$ cat src/rtl/wide_mult_sequencer.sv
// Sequences one 256x256 request as two 256x128 passes through the external
// multiplier pipeline and recombines the partial products into a 512-bit result.
module wide_mult_sequencer #(
  parameter int MUL_LATENCY = 7,
  parameter int X_W         = 256,
  parameter int YS_W        = 128
) (
  input  logic                    clock,
  input  logic                    reset,
  input  logic                    req_valid,
  output logic                    req_ready,
  input  logic [X_W-1:0]          req_x,
  input  logic [2*YS_W-1:0]       req_y,
  output logic                    mul_in_valid,
  output logic [X_W-1:0]          mul_x,
  output logic [YS_W-1:0]         mul_y,
  input  logic [X_W+YS_W-1:0]     mul_p,
  input  logic                    mul_out_valid,
  output logic                    res_valid,
  input  logic                    res_ready,
  output logic [X_W+2*YS_W-1:0]   res_p,
  output logic                    err_timeout,
  output logic                    err_spurious
);

  localparam int CW = $clog2(MUL_LATENCY + 2) + 1;
  localparam logic [CW-1:0] FLUSH_LAST = CW'(MUL_LATENCY - 1);
  localparam logic [CW-1:0] WAIT_MAX   = CW'(MUL_LATENCY + 1);

  typedef enum logic [2:0] {
    S_FLUSH,
    S_IDLE,
    S_ISSUE_LO,
    S_ISSUE_HI,
    S_WAIT_LO,
    S_WAIT_HI,
    S_DONE
  } state_t;

  state_t                   state_reg, state_next;
  // One counter serves as the flush counter in FLUSH and the wait counter in WAIT_*.
  logic [CW-1:0]            cnt_reg, cnt_next;
  logic [CW-1:0]            cnt_inc;
  logic [2*YS_W-1:0]        y_reg;
  logic [X_W-1:0]           mul_x_reg;
  logic [X_W+2*YS_W-1:0]    acc_reg;
  logic [X_W+2*YS_W-1:0]    res_p_reg;
  logic                     err_timeout_reg;
  logic                     err_spurious_reg;

  logic accept;
  logic in_wait;
  logic wait_expired;
  logic lo_capture;
  logic hi_capture;
  logic timeout_hit;
  logic spurious_hit;

  assign cnt_inc      = cnt_reg + 1'b1;
  assign accept       = (state_reg == S_IDLE) && req_valid;
  assign in_wait      = (state_reg == S_WAIT_LO) || (state_reg == S_WAIT_HI);
  assign wait_expired = (cnt_inc == WAIT_MAX);
  assign lo_capture   = (state_reg == S_WAIT_LO) && mul_out_valid;
  assign hi_capture   = (state_reg == S_WAIT_HI) && mul_out_valid;
  assign timeout_hit  = in_wait && !mul_out_valid && wait_expired;
  assign spurious_hit = mul_out_valid &&
                        ((state_reg == S_IDLE) || (state_reg == S_ISSUE_LO) ||
                         (state_reg == S_ISSUE_HI) || (state_reg == S_DONE));

  always_ff @(posedge clock) begin
    if (reset) begin
      state_reg <= S_FLUSH;
      cnt_reg   <= '0;
    end else begin
      state_reg <= state_next;
      cnt_reg   <= cnt_next;
    end
  end

  always_comb begin
    state_next = state_reg;
    cnt_next   = cnt_reg;
    unique case (state_reg)
      S_FLUSH: begin
        cnt_next = cnt_inc;
        if (cnt_reg == FLUSH_LAST) state_next = S_IDLE;
      end
      S_IDLE: begin
        if (req_valid) state_next = S_ISSUE_LO;
      end
      S_ISSUE_LO: state_next = S_ISSUE_HI;
      S_ISSUE_HI: begin
        state_next = S_WAIT_LO;
        cnt_next   = '0;
      end
      S_WAIT_LO: begin
        cnt_next = cnt_inc;
        if (mul_out_valid)     state_next = S_WAIT_HI;
        else if (wait_expired) state_next = S_IDLE;
      end
      S_WAIT_HI: begin
        cnt_next = cnt_inc;
        if (mul_out_valid)     state_next = S_DONE;
        else if (wait_expired) state_next = S_IDLE;
      end
      S_DONE: begin
        if (res_ready) state_next = S_IDLE;
      end
      default: state_next = S_FLUSH;
    endcase
  end

  always_comb begin
    req_ready    = 1'b0;
    mul_in_valid = 1'b0;
    mul_y        = '0;
    res_valid    = 1'b0;
    case (state_reg)
      S_IDLE:     req_ready = 1'b1;
      S_ISSUE_LO: begin
        mul_in_valid = 1'b1;
        mul_y        = y_reg[YS_W-1:0];
      end
      S_ISSUE_HI: begin
        mul_in_valid = 1'b1;
        mul_y        = y_reg[2*YS_W-1:YS_W];
      end
      S_DONE:     res_valid = 1'b1;
      default:    ;
    endcase
  end

  // The high partial product is weighted by 2^YS_W; the sum fits in 512 bits.
  always_ff @(posedge clock) begin
    if (reset) begin
      y_reg            <= '0;
      mul_x_reg        <= '0;
      acc_reg          <= '0;
      res_p_reg        <= '0;
      err_timeout_reg  <= 1'b0;
      err_spurious_reg <= 1'b0;
    end else begin
      if (accept) begin
        mul_x_reg <= req_x;
        y_reg     <= req_y;
      end
      if (lo_capture)   acc_reg          <= {{YS_W{1'b0}}, mul_p};
      if (hi_capture)   res_p_reg        <= acc_reg + {mul_p, {YS_W{1'b0}}};
      if (timeout_hit)  err_timeout_reg  <= 1'b1;
      if (spurious_hit) err_spurious_reg <= 1'b1;
    end
  end

  assign mul_x        = mul_x_reg;
  assign res_p        = res_p_reg;
  assign err_timeout  = err_timeout_reg;
  assign err_spurious = err_spurious_reg;

endmodule

$ cat config.mk
export PLATFORM = sky130hd
export DESIGN_NAME = wide_mult_sequencer
export DESIGN_NICKNAME = d
export VERILOG_FILES = /design/src/rtl/wide_mult_sequencer.sv
export SDC_FILE = /design/constraint.sdc
export NUM_CORES = 2
export LEC_CHECK = 0
export BUFFER_PORTS_ARGS = -buffer_cell sky130_fd_sc_hd__buf_2
export CAP_MARGIN = 20
export CORE_AREA = 2 2 696 698
export DETAILED_ROUTE_END_ITERATION = 8
export DIE_AREA = 0 0 698 700
export GPL_TIMING_DRIVEN = 0
export HOLD_SLACK_MARGIN = 0.06
export PLACE_DENSITY_LB_ADDON = 0.25
export SLEW_MARGIN = 15
export SYNTH_ARGS = -nofsm -noshare
export SYNTH_HDL_FRONTEND = slang
export SYNTH_SLANG_ARGS = --single-unit
$ cat constraint.sdc
create_clock -name clock -period 4.03 [get_ports clock]
set_clock_uncertainty 0.15 [all_clocks]
set_input_delay 0.403 -clock clock [delete_from_list [all_inputs] [get_ports clock]]
set_output_delay 0.403 -clock clock [all_outputs]
set_load 0.01 [all_outputs]
==> results.json <==
{
  "status": "finished, violations left",
  "violations": "setup timing",
  "clock_latency_ps": 950,
  "syn_area_per_cell_sq_um": 7.22,
  "wl_microns": 658000,
  "p_clk_frac": 0.494,
  "cts_buffers": 186,
  "final_common_cell": "nand2_1",
  "clk_path_buf_depth": 4,
  "grt_usage": 0.254,
  "ys_ff_latch": 1418,
  "dieArea_sq_um": 489000,
  "max_freq_mhz": 204,
  "via_per_inst": 4.64,
  "timing.final.crit_period_ps": 4910,
  "p_comb_frac": 0.113,
  "drt_iter0_markers": 9625,
  "rows": 255,
  "swShare": 0.280,
  "seqPwrFrac": 0.394,
  "synth_area_leader_cell": "dfxtp_1",
  "synth_area_leaders": "dfxtp_1 (39%), nand2_1 (15%), a21oi_1 (12%), ha_1 (4.5%), o21ai_0 (3.3%)",
  "area_growth_pct": 61.8,
  "tightestPinTransition_ps": 1320,
  "vias": 92600,
  "synth-main-ff-cell": "dfxtp_1",
  "layout-drive-gt1-share": 0.269,
  "reg2reg_from": "acc_reg[159]",
  "grt_remaining_overflow": 0,
  "worst_setup_path_end_kind": "register",
  "largest_register_ffs": 512,
  "dr.pass1.iters": 6,
  "ios": 1802,
  "syn-instance-count": 9982,
  "dp_hpwl_microns": 561000,
  "die_x_microns": 698,
  "finalMaxSlewViolations": 0,
  "critPathKind": "register to register",
  "required_ps": 4650,
  "timing.hold.ws_ps": 51.2,
  "multiInputGateArea_sq_um": 48400,
  "yosysSeqAreaShare": 0.394,
  "wire_per_inst_microns": 33.0,
  "syn_area_sq_um": 72100,
  "drcViolationCount": 0,
  "crit_end": "res_p[501]",
  "crit_start": "acc_reg[159]",
  "layout_common_cells": "nand2_1 (2928), buf_2 (1797), a21oi_1 (1593), dfxtp_1 (1371), dlygate4sd3_1 (951)",
  "antenna_left": 0,
  "die-height_microns": 700,
  "leakage_nw": 44.1,
  "htree_levels": 4,
  "cts_tree": "built",
  "seq_area_sq_um": 28500,
  "nFillCells": 54200,
  "portBuffers": 1790,
  "r2r_cells": 17,
  "grt_pass1_wl_microns": 837000,
  "arrival_ps": 5540,
  "finalHoldViolations": 0,
  "finalSetupViolCount": 209,
  "synth_nets": 11100,
  "grt_max_degree": 16,
  "irDropWorstVdd_uv": 309,
  "maxCapViolations": 0,
  "r2r_slack_ps": -880,
  "hp-class": "primary input to register",
  "cts.sinks": 1418,
  "switchingPower_mw": 10.0,
  "slew_headroom": 0.109,
  "setup_tns_ps": -95330,
  "rsz0062_at_grt": "true",
  "place.gp.congestion": 1.01,
  "core_sq_um": 481000,
  "p_int_mw": 25.7,
  "grt_pass1_vias": 86200,
  "cts_root_buf": "clkbuf_16",
  "r2r-end": "res_p[501]",
  "async_reset_ff_frac": 0,
  "final_nets": 14300,
  "start_kind": "register",
  "synth-edff-count": 0,
  "cp_max_fo": 6,
  "clkTransAtPathRegs_ps": 60,
  "min_period_over_period": 1.22,
  "yosysWarnings": 0,
  "grt_antenna_before_repair": 276,
  "yosysTopAreaCellShare": 0.394,
  "power.density_nw_per_um2": 306,
  "setup_ws_ps": -882,
  "post-place-ws_ps": -3570,
  "start_util": 0.150,
  "synthDistinctLibCells": 83
}
## per-layer routing
| metal | vias up | track usage | part of all wire |
|---|---|---|---|
| met3 | 1274 | 0.0728 | 0.092 |
| li1 | 41100 | - | - |
| met5 | - | 0 | 0.00056 |
| met1 | 45400 | 0.317 | 0.41 |
| met2 | 4654 | 0.395 | 0.43 |
| met4 | 58 | 0.136 | 0.068 |
## power groups by stage
| stage | clock network, mW | registers (mW) | logic, mW |
|---|---|---|---|
| final | 17.6 | 14.1 | 4.02 |
| after floorplan | 0 | 14.4 | 0.930 |
| after global placement | 0 | 14.4 | 2.76 |
| after CTS | 18.0 | 14.1 | 3.79 |
| after detailed placement | 0 | 14.4 | 2.77 |
| after global routing | 18.5 | 14.1 | 4.12 |
## critical path: stages, from the launching register on
cell      delay [ps]
dfxtp_4          380
ha_4             320
nand4_4          130
or3_4            410
or4b_4           540
o32ai_4          130
or3_4            200
o211ai_1         170
a31oi_2          340
o21ai_4          160
o31ai_4          210
buf_6            160
a32oi_4          240
nor3_4           270
buf_6            160
nand4_1          270
xor2_2           280
a211oi_2         220
## timing repair
action / 4_1_cts / 5_1_grt
setup buffers: 162 / 203
setup endpoints to repair: 570 / 470
hold endpoints to repair: 1115 / 8
resized for setup: 793 / 1016
pin swaps: 181 / 384
hold buffers: 944 / 10
## logic make-up (layout without fill, tap and decap cells)
kind of cell,after synthesis,in the layout,synth area share
buffers and inverters,733,4077,0.0385
XOR/XNOR,358,358,0.0435
flip-flops,1418,1418,0.394
AND/OR/NAND/NOR,4314,4314,0.249
multiplexers,2,2,0.000278
adder cells (fa/ha/maj),259,259,0.0451
other,0,187,0
AO/OA/AOI/OAI,2898,2898,0.229
## synthesized netlist by cell type, drive strengths merged, types with 135 or more instances
| cell | n |
|---|---|
| nand4 | 236 |
| nor2 | 542 |
| ha | 258 |
| clkbuf | 617 |
| a22o | 135 |
| xnor2 | 206 |
| nand2 | 2979 |
| nor3 | 139 |
| a21oi | 1730 |
| o21ai | 485 |
| xor2 | 152 |
| dfxtp | 1418 |
## final cells by class
class / instances / share of cell area
antenna: 187 / 0.00401
buffer: 541 / 0.0197
clock buffer: 268 / 0.0461
clock inverter: 69 / 0.00773
inverter: 70 / 0.00225
multi-input combinational: 7831 / 0.415
sequential: 1418 / 0.244
tap: 6425 / 0.0689
timing repair buffer: 3129 / 0.192
## through the flow
step	instances	instance area (sq um)	power, mW	utilization
global placement	18200	89300	17.1	0.186
floorplan	9982	72300	15.3	-
CTS	19600	110000	35.8	0.229
detailed placement	18200	90000	17.1	0.187
finish	19900	117000	35.7	0.242
global route	19800	116000	36.6	0.242
## worst min path at each step
| stage | from | end | slack (ps) | cells past startpoint |
|---|---|---|---|---|
| floorplan | acc_reg[0] | res_p[0] | 280 | 2 |
| global route | mul_p[105] | res_p[233] | 70 | 5 |
| CTS | mul_p[196] | res_p[324] | 60 | 5 |
| detailed placement | res_p[271] | res_p[271] | 290 | 2 |
| global placement | res_p[198] | res_p[198] | 280 | 2 |
| finish | mul_p[105] | res_p[233] | 50 | 5 |
Power figures use the tool's default switching activity.
